==> config.mk <==
export PLATFORM = sky130hd
export DESIGN_NAME = ordenador_driver
export DESIGN_NICKNAME = d
export VERILOG_FILES = /design/src/rtl/ordenador_pkg.sv /design/src/rtl/ordenador_wdog.sv /design/src/rtl/ordenador_driver.sv
export SDC_FILE = /design/constraint.sdc
export NUM_CORES = 1
export LEC_CHECK = 0
export BUFFER_PORTS_ARGS = -buffer_cell sky130_fd_sc_hd__buf_2
export CAP_MARGIN = 20
export CORE_UTILIZATION = 35
export DETAILED_ROUTE_END_ITERATION = 16
export GPL_ROUTABILITY_DRIVEN = 1
export PLACE_DENSITY = 0.63
export SLEW_MARGIN = 25
export SYNTH_ARGS = -nofsm -noshare
export SYNTH_HDL_FRONTEND = slang
export SYNTH_SLANG_ARGS = --single-unit
==> constraint.sdc <==
create_clock -name clock -period 2.1 [get_ports clock]
set_input_delay 0.21 -clock clock [delete_from_list [all_inputs] [get_ports clock]]
set_output_delay 0.21 -clock clock [all_outputs]
set_load 0.01 [all_outputs]
==> src/rtl/ordenador_pkg.sv <==
// Shared definitions for the sorting-engine host driver.
//   drv_state_t : driver FSM states
//   ORD_N       : elements per frame (engine memory depth)
//   ORD_W       : element width
//   ORD_AW      : engine address width
package ordenador_pkg;

  localparam int ORD_N  = 9;
  localparam int ORD_W  = 8;
  localparam int ORD_AW = 4;

  typedef enum logic [2:0] {
    ST_LOAD      = 3'd0,
    ST_KICK      = 3'd1,
    ST_WAIT_BUSY = 3'd2,
    ST_WAIT_DONE = 3'd3,
    ST_READ      = 3'd4
  } drv_state_t;

endpackage

==> src/rtl/ordenador_wdog.sv <==
// Watchdog for the sort-wait phase.
//   clock, reset : clock, async active-high reset
//   clr          : zero the count
//   en           : count this cycle
//   expired      : this enabled cycle brings the count up to TIMEOUT
module ordenador_wdog #(
  parameter int TIMEOUT = 15
) (
  input  logic clock,
  input  logic reset,
  input  logic clr,
  input  logic en,
  output logic expired
);

  localparam int CW = $clog2(TIMEOUT + 1);

  logic [CW-1:0] cnt_q, cnt_d;

  // Saturating so a stuck enable can never wrap back below TIMEOUT.
  always_comb begin
    cnt_d = cnt_q;
    if (clr)
      cnt_d = '0;
    else if (en && (cnt_q != CW'(TIMEOUT)))
      cnt_d = cnt_q + 1'b1;
  end

  always_ff @(posedge clock or posedge reset) begin
    if (reset) cnt_q <= '0;
    else       cnt_q <= cnt_d;
  end

  // The current cycle is counted too, so at most TIMEOUT cycles are spent
  // waiting before the frame is abandoned.
  assign expired = en && (cnt_q == CW'(TIMEOUT - 1));

endmodule

==> src/rtl/ordenador_driver.sv <==
// Host-side sequencer for the 9-entry sorting engine.
// Loads a 9-byte frame from the input stream into the engine, starts it,
// waits for completion (with watchdog) and streams the sorted results out.
//   clock, reset                   : clock, async active-high reset
//   s_valid/s_ready/s_data         : input byte stream
//   m_valid/m_ready/m_data/m_last  : sorted output stream
//   srt_wa/srt_din                 : engine write port (registered)
//   srt_start                      : one-cycle engine start
//   srt_ra/srt_dout                : engine read port (dout is combinational)
//   srt_idle                       : engine idle / write port live
//   busy                           : high outside LOAD
//   err_timeout                    : sticky watchdog error
module ordenador_driver
  import ordenador_pkg::*;
#(
  parameter int N          = ORD_N,
  parameter int W          = ORD_W,
  parameter int TIMEOUT    = 15,
  parameter bit DESCENDING = 1'b0
) (
  input  logic              clock,
  input  logic              reset,
  input  logic              s_valid,
  output logic              s_ready,
  input  logic [W-1:0]      s_data,
  output logic              m_valid,
  input  logic              m_ready,
  output logic [W-1:0]      m_data,
  output logic              m_last,
  output logic [ORD_AW-1:0] srt_wa,
  output logic [W-1:0]      srt_din,
  output logic              srt_start,
  output logic [ORD_AW-1:0] srt_ra,
  input  logic [W-1:0]      srt_dout,
  input  logic              srt_idle,
  output logic              busy,
  output logic              err_timeout
);

  localparam logic [ORD_AW-1:0] LAST = ORD_AW'(N - 1);

  drv_state_t        state_q, state_d;
  logic [ORD_AW-1:0] idx_q, idx_d;
  logic [ORD_AW-1:0] wa_q, wa_d;
  logic [W-1:0]      din_q, din_d;
  logic              err_q, err_d;
  logic              wd_clr, wd_en, wd_expired;
  logic              s_fire, m_fire;

  ordenador_wdog #(.TIMEOUT(TIMEOUT)) u_wdog (
    .clock   (clock),
    .reset   (reset),
    .clr     (wd_clr),
    .en      (wd_en),
    .expired (wd_expired)
  );

  // Gated by reset so the stream sees no ready while held in reset.
  assign s_ready = (state_q == ST_LOAD) && !reset;
  assign m_valid = (state_q == ST_READ);
  assign m_last  = (state_q == ST_READ) && (idx_q == LAST);
  assign m_data  = (state_q == ST_READ) ? srt_dout : '0;
  assign srt_start   = (state_q == ST_KICK);
  assign busy        = (state_q != ST_LOAD);
  assign srt_wa      = wa_q;
  assign srt_din     = din_q;
  assign err_timeout = err_q;

  assign s_fire = s_valid && s_ready;
  assign m_fire = m_valid && m_ready;

  // Engine address 0 holds the minimum; descending order walks it backwards.
  always_comb begin
    srt_ra = '0;
    if (state_q == ST_READ)
      srt_ra = DESCENDING ? (LAST - idx_q) : idx_q;
  end

  always_comb begin
    state_d = state_q;
    idx_d   = idx_q;
    wa_d    = wa_q;
    din_d   = din_q;
    err_d   = err_q;
    wd_clr  = 1'b0;
    wd_en   = 1'b0;
    case (state_q)
      ST_LOAD: begin
        if (s_fire) begin
          wa_d  = idx_q;
          din_d = s_data;
          if (idx_q == LAST) begin
            idx_d   = '0;
            state_d = ST_KICK;
          end else begin
            idx_d = idx_q + 1'b1;
          end
        end
      end
      // Write port still shows the last element, so the engine takes it
      // on the same edge it sees start.
      ST_KICK: begin
        wd_clr  = 1'b1;
        state_d = ST_WAIT_BUSY;
      end
      ST_WAIT_BUSY: begin
        wd_en = 1'b1;
        if (wd_expired) begin
          err_d   = 1'b1;
          idx_d   = '0;
          state_d = ST_LOAD;
        end else if (!srt_idle) begin
          state_d = ST_WAIT_DONE;
        end
      end
      ST_WAIT_DONE: begin
        wd_en = 1'b1;
        if (wd_expired) begin
          err_d   = 1'b1;
          idx_d   = '0;
          state_d = ST_LOAD;
        end else if (srt_idle) begin
          idx_d   = '0;
          state_d = ST_READ;
        end
      end
      ST_READ: begin
        if (m_fire) begin
          if (idx_q == LAST) begin
            idx_d   = '0;
            state_d = ST_LOAD;
          end else begin
            idx_d = idx_q + 1'b1;
          end
        end
      end
      default: begin
        idx_d   = '0;
        state_d = ST_LOAD;
      end
    endcase
  end

  always_ff @(posedge clock or posedge reset) begin
    if (reset) begin
      state_q <= ST_LOAD;
      idx_q   <= '0;
      wa_q    <= '0;
      din_q   <= '0;
      err_q   <= 1'b0;
    end else begin
      state_q <= state_d;
      idx_q   <= idx_d;
      wa_q    <= wa_d;
      din_q   <= din_d;
      err_q   <= err_d;
    end
  end

endmodule
Word level (Yosys, flattened, before mapping) --
Cells that the tools add are included.
Storage, ports and cells: logic and storage cells 60, output and inout bits 30, register bits after elaboration 24, input port bits 21
Operators by class: reductions and logical operators 15, eq/ne operators 14, bitwise logic cells 1, add/sub/neg operators 2, muxes and demuxes 22
Operators by type and width (number):
- $mux 4 | 9
- $mux 3 | 8
- $pmux 4 s5 | 1
- $pmux 3 s5 | 1
- $add 4x1->4 const B | 2
- $eq 4x4->1 const B | 2
- $mux 8 | 1
- $ne 2x1->1 const B | 4
- $eq 3x2->1 const B | 2
- $logic_and 1x1->1 | 6
- $ne 3x2->1 const B | 2
- $reduce_and 6->1 | 1
- $reduce_and 5->1 | 1
- $ne 4x4->1 const B | 1
- $reduce_and 2->1 | 2
- $eq 3x1->1 const B | 1
- $eq 3x3->1 const B | 1
- $logic_not 3->1 | 1
- $reduce_bool 3->1 | 1
- $mux 1 | 2
- $ne 2x2->1 const B | 1
- $reduce_bool 2->1 | 1
- $reduce_or 2->1 | 1
- $logic_not 1->1 | 1
- $not 1->1 | 1

Logic depth before layout (Yosys ltp) --
Gate-level depths: netlist of the first run.
word-level depth 6, mapped depth 6, mapped depth without buffers 6

Modules after synthesis --
From an unflattened synthesis of the first run, not the netlist that was laid out.
Unflattened totals: cell total of the unflattened synthesis 117, area total of the unflattened synthesis 1260.0 µm²
Modules (own cells, without submodules):
- ordenador_driver | area each 1018.5 µm², instances 1, sequential area each 500.5 µm², cells an instance 93
- ordenador_wdog | area each 241.5 µm², instances 1, sequential area each 100.1 µm², cells an instance 24

Worst setup path before layout of the first run --
No wires, ideal clock.
kind register to register, start point reg state_q[0], end point reg din_q[0], in the netlist srt_din[0], clock period less this slack 1.796 ns, setup time 0.125 ns, setup slack 0.304 ns, required time 1.975 ns, buffers on the path 2, cell stages (with the launch flop) 6, data arrival time 1.671 ns, cells stage by stage dfrtp_1 > or3_4 > or3_1 > buf_6 > buf_12 > mux2_4
On the way: word-level cells in the longest chain between the ends 4
Ends and longest elaborated chain:
- start: declaration | line ordenador_driver.sv:42 | drv_state_t state_q, state_d;
- start signal: assignment | line ordenador_driver.sv:152 | state_q <= state_d;
- $logic_not 3->1 (*) | line ordenador_driver.sv:59, ordenador_driver.sv:87
- $logic_and 1x1->1 | line ordenador_driver.sv:59 | assign s_ready = (state_q == ST_LOAD) && !reset;
- $logic_and 1x1->1 | line ordenador_driver.sv:69 | assign s_fire = s_valid && s_ready;
- $reduce_and 2->1 (no source line) (*)
- end signal: assignment | line ordenador_driver.sv:155 | din_q <= din_d;
- end: declaration | line ordenador_driver.sv:45 | logic [W-1:0] din_q, din_d;
Every way passes the cells marked *; elsewhere a longest branch is shown, timed or not. A chain may end at the register's enable or synchronous reset.

Final worst setup path of the first run --
start point reg state_q[0], end point reg din_q[3], in the netlist srt_din[3]
The elaborated chain is that of the path after synthesis.

==> impl_metrics.csv, run 1 <==
group,metric,value,unit
floorplan,io_pins,51,
synthesis,synthDistinctLibCells,34,
hold_path,hold_depth,2,
critical_path,r2r_end,"srt_din[3]",
sta,max_slew_margin,56.7,%
layout,nFillCells,312,
grt,grtUsageMet1,19.0,%
grt,grt_max_degree,20,
sta,setup_viol,0,
synthesis,ys_seq_area_share,48.2,%
sta,fin_hold_ws,120,ps
floorplan,die-width,61.7,um
critical_path,rr_worst_depth,3,
layout,fin_area,1610,sq um
synthesis,ys.flop_type,"dfrtp_1",
critical_path,critPathKind,"flop to flop",
hold_path,hp-class,"primary input to flop",
placed_design,numPortBuffers,50,
route,dr.pass1.iters,4,
placed_design,placed_area,1550,sq um
sta,final_hold_viol_count,0,
synthesis,synth.area.top_cells,"dfrtp_1 48%, mux2_4 7.2%, and3_1 6.0%",
synthesis,synth_edf_count,0,
route,antenna_left,0,
grt,grt_pass1_wl,4430,um
route,post-route-drc-count,0,
floorplan,core-area,3360,sq um
sta,fmax,509,MHz
floorplan,rows,21,
placed_design,gp_congestion,0.800,
layout,diodes,0,
synthesis,yosysTopAreaCell,"dfrtp_1",
clock_network,clk_latency,310,ps
clock_network,cts_tree,"built",
synthesis,ys_warn_count,0,
pwr,leakage,0.910,nW
synthesis,netlist.area_leader.share,48.2,%
floorplan,die_y,61.7,um
grt,gr-usage-met2,28.9,%
critical_path,crit_chain,"or3_4 > or3_1 > mux2_4",
layout,final_net_count,195,
layout,final_layout_size_suffix_gt1_share,41.4,%
critical_path,slowest_delay,610,ps
sta,skew,6.30,ps
pwr,vdd.ir_drop.worst,0.496,mV
pwr,power.density,1410,nW/um^2
synthesis,async_reset_ff_share,100,%
route,routedWlPerCell,12.7,um
layout,post-route-util,47.9,%
hold_path,holdPathEnd,"srt_din[4]",
clock_network,cts_buffer_depth,2,
critical_path,r2r_setup_slack,140,ps
route,via_per_inst,4.76,
synthesis,synth_fp_nets,139,
grt,grt-busiest-layer,"met2",
status,outcome,"complete, no violations",
critical_path,worstPathRequired,2310,ps
floorplan,die-area,3800,sq um
sta,rsz0062_at_grt,"false",
sta,setup_tns,0,ps
layout,area_growth,29.3,%
synthesis,avgSynthCellArea,10.9,sq um
clock_network,htree_levels,1,
critical_path,startpoint_type,"flop",
grt,antenna_found_initial,0,
grt,grt_use_total,15.9,%
hold_path,hp-start,"s_data[4]",
grt,grt_pass1_vias,995,
critical_path,path_buf_inv,0,
sta,min_period,1960,ps
clock_network,clk_pin_slew,140,ps
critical_path,cp.arrival,2170,ps
clock_network,clock-sinks,24,
synthesis,synth_top_cells_by_count,"24 x dfrtp_1, 12 x and3_1, 10 x nand2_1",
floorplan,initial_core_util,37.1,%
clock_network,numCtsBuffers,3,
sta,slew_violations,0,
grt,grt_overflow,0,
critical_path,cp_top_family,"simple AND/OR/NAND/NOR gates",
critical_path,critical_path_peak_fanout,14,
critical_path,timing.critical_path.from,"state_q[0]",
critical_path,crit_slowest_cell,"or3_1",
synthesis,synthMostInstantiatedCell,"dfrtp_1",
clock_network,post_cts_buffers,0,
pwr,power,2.28,mW
synthesis,synthesis.area,1250,sq um
synthesis,syn_inst,114,
route,num_vias,1023,
critical_path,critPathCaptureType,"flop",
flow_run,drv_cap,0,
placed_design,dp_hpwl,2070,um
sta,worst_slew_pin_slew,649,ps
grt,gr-usage-met3,2.31,%
clock_network,clk_root_buffer_cell,"clkbuf_4",
route,wirelength,2740,um
route,drt-initial-drc-count,17,
synthesis,ys_ff_latch,24,
sta,fin_crit_sh,93.6,%
critical_path,worst_r2r_startpoint,"state_q[0]",
==> what timing repair did <==
item | in CTS | in global routing
hold buffers | 1 | 0
gates resized for setup | 0 | 0
hold endpoints to repair | 8 | 0
==> placed cells by master, fill, tap and decap left out <==
cell,synthesis,routed
a211oi_1,1,1
a21o_1,1,1
a22o_1,1,1
a311oi_1,1,1
a31oi_1,2,2
and2_1,1,1
and3_1,12,12
buf_2,0,50
buf_4,0,5
bufinv_16,0,1
clkbuf_4,0,3
dfrtp_1,24,24
dlygate4sd3_1,0,1
ha_1,4,4
inv_1,6,6
mux2_2,4,4
mux2_4,6,6
mux2i_1,2,2
nand2_1,10,10
nand2b_1,1,1
nand3_1,7,7
nand3b_1,1,1
nand4b_1,1,1
nor2_1,6,6
nor2b_1,4,4
nor3b_1,1,1
nor4_1,1,1
o21ai_0,3,3
o21bai_1,1,1
o2bb2ai_1,1,1
o311ai_0,1,1
o311ai_1,1,1
or3_1,1,1
or3_4,1,1
xnor2_1,2,2
xor2_1,1,1
==> how the worst max path moves through the flow <==
stage / cells past startpoint / slack [ps] / to
3_3_place_gp: 3 / 210 / srt_din[0]
4_1_cts: 3 / 130 / srt_din[3]
5_1_grt: 3 / 80 / srt_din[1]
6_report: 3 / 140 / srt_din[3]
2_1_floorplan: 5 / 300 / srt_din[0]
3_5_place_dp: 3 / 150 / srt_din[0]
==> metrics by stage <==
stage | worst slack [ps] | instances
global route | 77.9 | 215
finish | 135 | 215
global placement | 215 | 210
CTS | 132 | 215
detailed placement | 148 | 210
floorplan | 304 | 114
==> kinds of logic (layout without fill, tap and decap cells) <==
group / after synthesis / after routing / synth area share [%]
buf+inv: 11 / 66 / 5.22
mux: 12 / 12 / 12.4
compound gates: 13 / 13 / 7.53
simple gates: 47 / 47 / 20.5
fa+ha+maj: 4 / 4 / 4.02
xor+xnor: 3 / 3 / 2.11
flops: 24 / 24 / 48.2
==> sequential cells by signal, summed over array words and instances (netlist names) <==
register and count:
err_timeout 1, idx_q 4, srt_din 8, srt_wa 4, state_q 3, u_wdog.cnt_q 4
==> routing by layer <==
metal,vias up,routed length [um]
met2,35,1390
met1,476,1190
met3,4,127
met5,-,0
met4,0,23
li1,508,-
==> power breakdown <==
| group | switching (mW) | internal, mW | leakage [nW] |
|---|---|---|---|
| clock | 0.139 | 0.193 | 0.0279 |
| sequential | 0.169 | 0.665 | 0.303 |
| combinational | 0.576 | 0.536 | 0.579 |
| total | 0.885 | 1.39 | 0.910 |
==> final cells by class <==
cell class	count	area, sq um	share of cell area [%]
clock buffer	3	22.5	1.40
clock inverter	1	30.0	1.86
inverter	6	22.5	1.40
multi-input combinational	79	581	36.0
sequential	24	601	37.3
tap	46	57.6	3.57
timing repair buffer	56	298	18.5
No activity file was read; power rests on OpenSTA's default activity.
==> run 2: changes to the inputs <==
--- a/config.mk
+++ b/config.mk
@@ -7,10 +7,13 @@
 export LEC_CHECK = 0
 export BUFFER_PORTS_ARGS = -buffer_cell sky130_fd_sc_hd__buf_2
 export CAP_MARGIN = 20
+export CELL_PAD_IN_SITES_DETAIL_PLACEMENT = 1
+export CELL_PAD_IN_SITES_GLOBAL_PLACEMENT = 1
 export CORE_UTILIZATION = 35
+export CTS_BUF_LIST = sky130_fd_sc_hd__clkbuf_2 sky130_fd_sc_hd__clkbuf_4 sky130_fd_sc_hd__clkbuf_8
 export DETAILED_ROUTE_END_ITERATION = 16
 export GPL_ROUTABILITY_DRIVEN = 1
-export PLACE_DENSITY = 0.63
+export PLACE_DENSITY = 0.8
 export SLEW_MARGIN = 25
 export SYNTH_ARGS = -nofsm -noshare
 export SYNTH_HDL_FRONTEND = slang
==> run 2 against run 1 <==
- die area unchanged
- non-clock buffer count decreased by 2
- power increased by 1.9%
- final area decreased by 1.1%
- final cell count decreased by 0.93%
- first-iteration DRC count increased by 82%
- critical path depth unchanged
- global-route usage increased by 0.98 points
- hold slack got worse by 31 ps
- clock skew increased by 1.1 ps
- fmax increased by 1.5%
- combinational power about the same
==> impl_metrics.csv, run 2 (synthesis gave the netlist of run 1 again) <==
group,metric,value,unit
route,dr.pass1.iters,4,
layout,final_common_cell,"buf_2",
clock_network,clk_latency,330,ps
layout,post-route-util,47.4,%
pwr,pwr-share-comb,48.8,%
layout,final_layout_size_suffix_gt1_share,41.3,%
clock_network,clk_pin_slew,150,ps
critical_path,cp.arrival,2170,ps
sta,skew,7.36,ps
grt,grt_overflow,0,
grt,antenna_found_initial,0,
flow_run,drv_cap,0,
grt,grt_pass1_wl,4670,um
clock_network,cts_buffer_depth,2,
pwr,seq_power_share,36.1,%
pwr,clkPwrFrac,15.1,%
sta,setup_tns,0,ps
critical_path,critical_path_peak_fanout,14,
clock_network,cts_resized,0,
critical_path,startpoint_type,"flop",
critical_path,worstPathRequired,2330,ps
pwr,vdd.ir_drop.worst,0.419,mV
sta,fin_crit_sh,92.2,%
sta,max_slew_margin,38.8,%
clock_network,clock-sinks,24,
critical_path,critPathCaptureType,"flop",
route,routedWlPerCell,14.5,um
floorplan,rows,21,
sta,fin_hold_ws,89.3,ps
pwr,p_int,1.39,mW
sta,setup_viol,0,
floorplan,die_y,61.7,um
critical_path,critPathKind,"flop to flop",
grt,grt_use_total,16.8,%
critical_path,timing.critical_path.from,"state_q[0]",
sta,worst_slew_pin_slew,917,ps
sta,fmax,517,MHz
pwr,power.switching,0.928,mW
placed_design,numPortBuffers,50,
clock_network,cts_hold_buf,0,
critical_path,worst_r2r_startpoint,"state_q[0]",
layout,largest_register_ffs,8,
critical_path,r2r_setup_slack,160,ps
clock_network,numCtsBuffers,3,
pwr,leakage,0.901,nW
placed_design,dp_hpwl,2300,um
route,via_per_inst,5.02,
critical_path,rr_worst_depth,3,
sta,rsz0062_at_grt,"false",
floorplan,die-area,3800,sq um
floorplan,core-area,3360,sq um
route,drt-initial-drc-count,31,
layout,diodes,0,
sta,fin_ws,164,ps
sta,final_hold_viol_count,0,
status,outcome,"complete, no violations",
sta,slew_violations,0,
pwr,power.density,1460,nW/um^2
route,num_vias,1069,
sta,min_period,1940,ps
route,antenna_left,0,
layout,layout_common_cells,"50 x buf_2, 24 x dfrtp_1, 12 x and3_1, 10 x nand2_1, 7 x nand3_1",
floorplan,initial_core_util,37.1,%
clock_network,htree_levels,1,
placed_design,gp_congestion,0.720,
layout,final_net_count,193,
grt,grt_max_degree,25,
clock_network,cts_tree,"built",
route,post-route-drc-count,0,
placed_design,pre_cts_slack,157,ps
grt,grt_pass1_vias,1054,
route,wirelength,3080,um
pwr,switching_share,40.0,%
floorplan,io_pins,51,
layout,area_growth,27.9,%
clock_network,clk_root_buffer_cell,"clkbuf_4",
floorplan,die-width,61.7,um
clock_network,post_cts_buffers,0,
hold_path,hp-class,"primary input to asynchronous set/reset pin",
critical_path,r2r_end,"srt_din[4]",
[run 2: cell count changes in the layout (fill, tap and decap cells not counted)]
| cell | before | now |
|---|---|---|
| buf_4 | 5 | 4 |
| dlygate4sd3_1 | 1 | 0 |
[run 2: final cells by class]
class | count | area [sq um]
clock inverter | 1 | 30.0
tap | 46 | 57.6
multi-input combinational | 79 | 581
clock buffer | 3 | 22.5
fill | 432 | 1770
inverter | 6 | 22.5
timing repair buffer | 54 | 280
sequential | 24 | 601
[run 2: worst max-delay path by stage]
stage	slack, ps	cells after the start	end
6_report	160	3	srt_din[4]
5_1_grt	100	3	srt_din[3]
4_1_cts	150	3	srt_din[4]
3_5_place_dp	160	3	srt_din[4]
3_3_place_gp	220	3	srt_din[1]
2_1_floorplan	300	5	srt_din[0]
[run 2: power groups by stage]
stage | clock, mW | sequential, mW | combinational [mW]
after global routing | 0.369 | 0.864 | 1.25
after floorplan | 0 | 0.864 | 0.714
after CTS | 0.346 | 0.835 | 1.15
final | 0.350 | 0.838 | 1.13
after detailed placement | 0 | 0.843 | 1.14
after global placement | 0 | 0.824 | 1.08
[run 2: routing by layer]
metal / global-route usage, % / up-vias / wire, um
met2: 31.3 / 34 / 1580
li1: - / 507 / -
met3: 0.840 / 4 / 120
met5: 0 / - / 0
met1: 20.3 / 524 / 1330
met4: 6.35 / 0 / 49
[run 2: per-stage QoR]
step                      power (mW)  instance area (sq um)  cells
after floorplan                 1.58                   1250    114
after global placement          1.90                   1540    209
after detailed placement        1.98                   1540    209
after CTS                       2.33                   1590    213
after global routing            2.49                   1590    213
final                           2.32                   1590    213
[run 2: critical path: stages, from the launching register on]
cell and delay (ps):
dfrtp_1 450, or3_4 400, or3_1 600, mux2_4 390
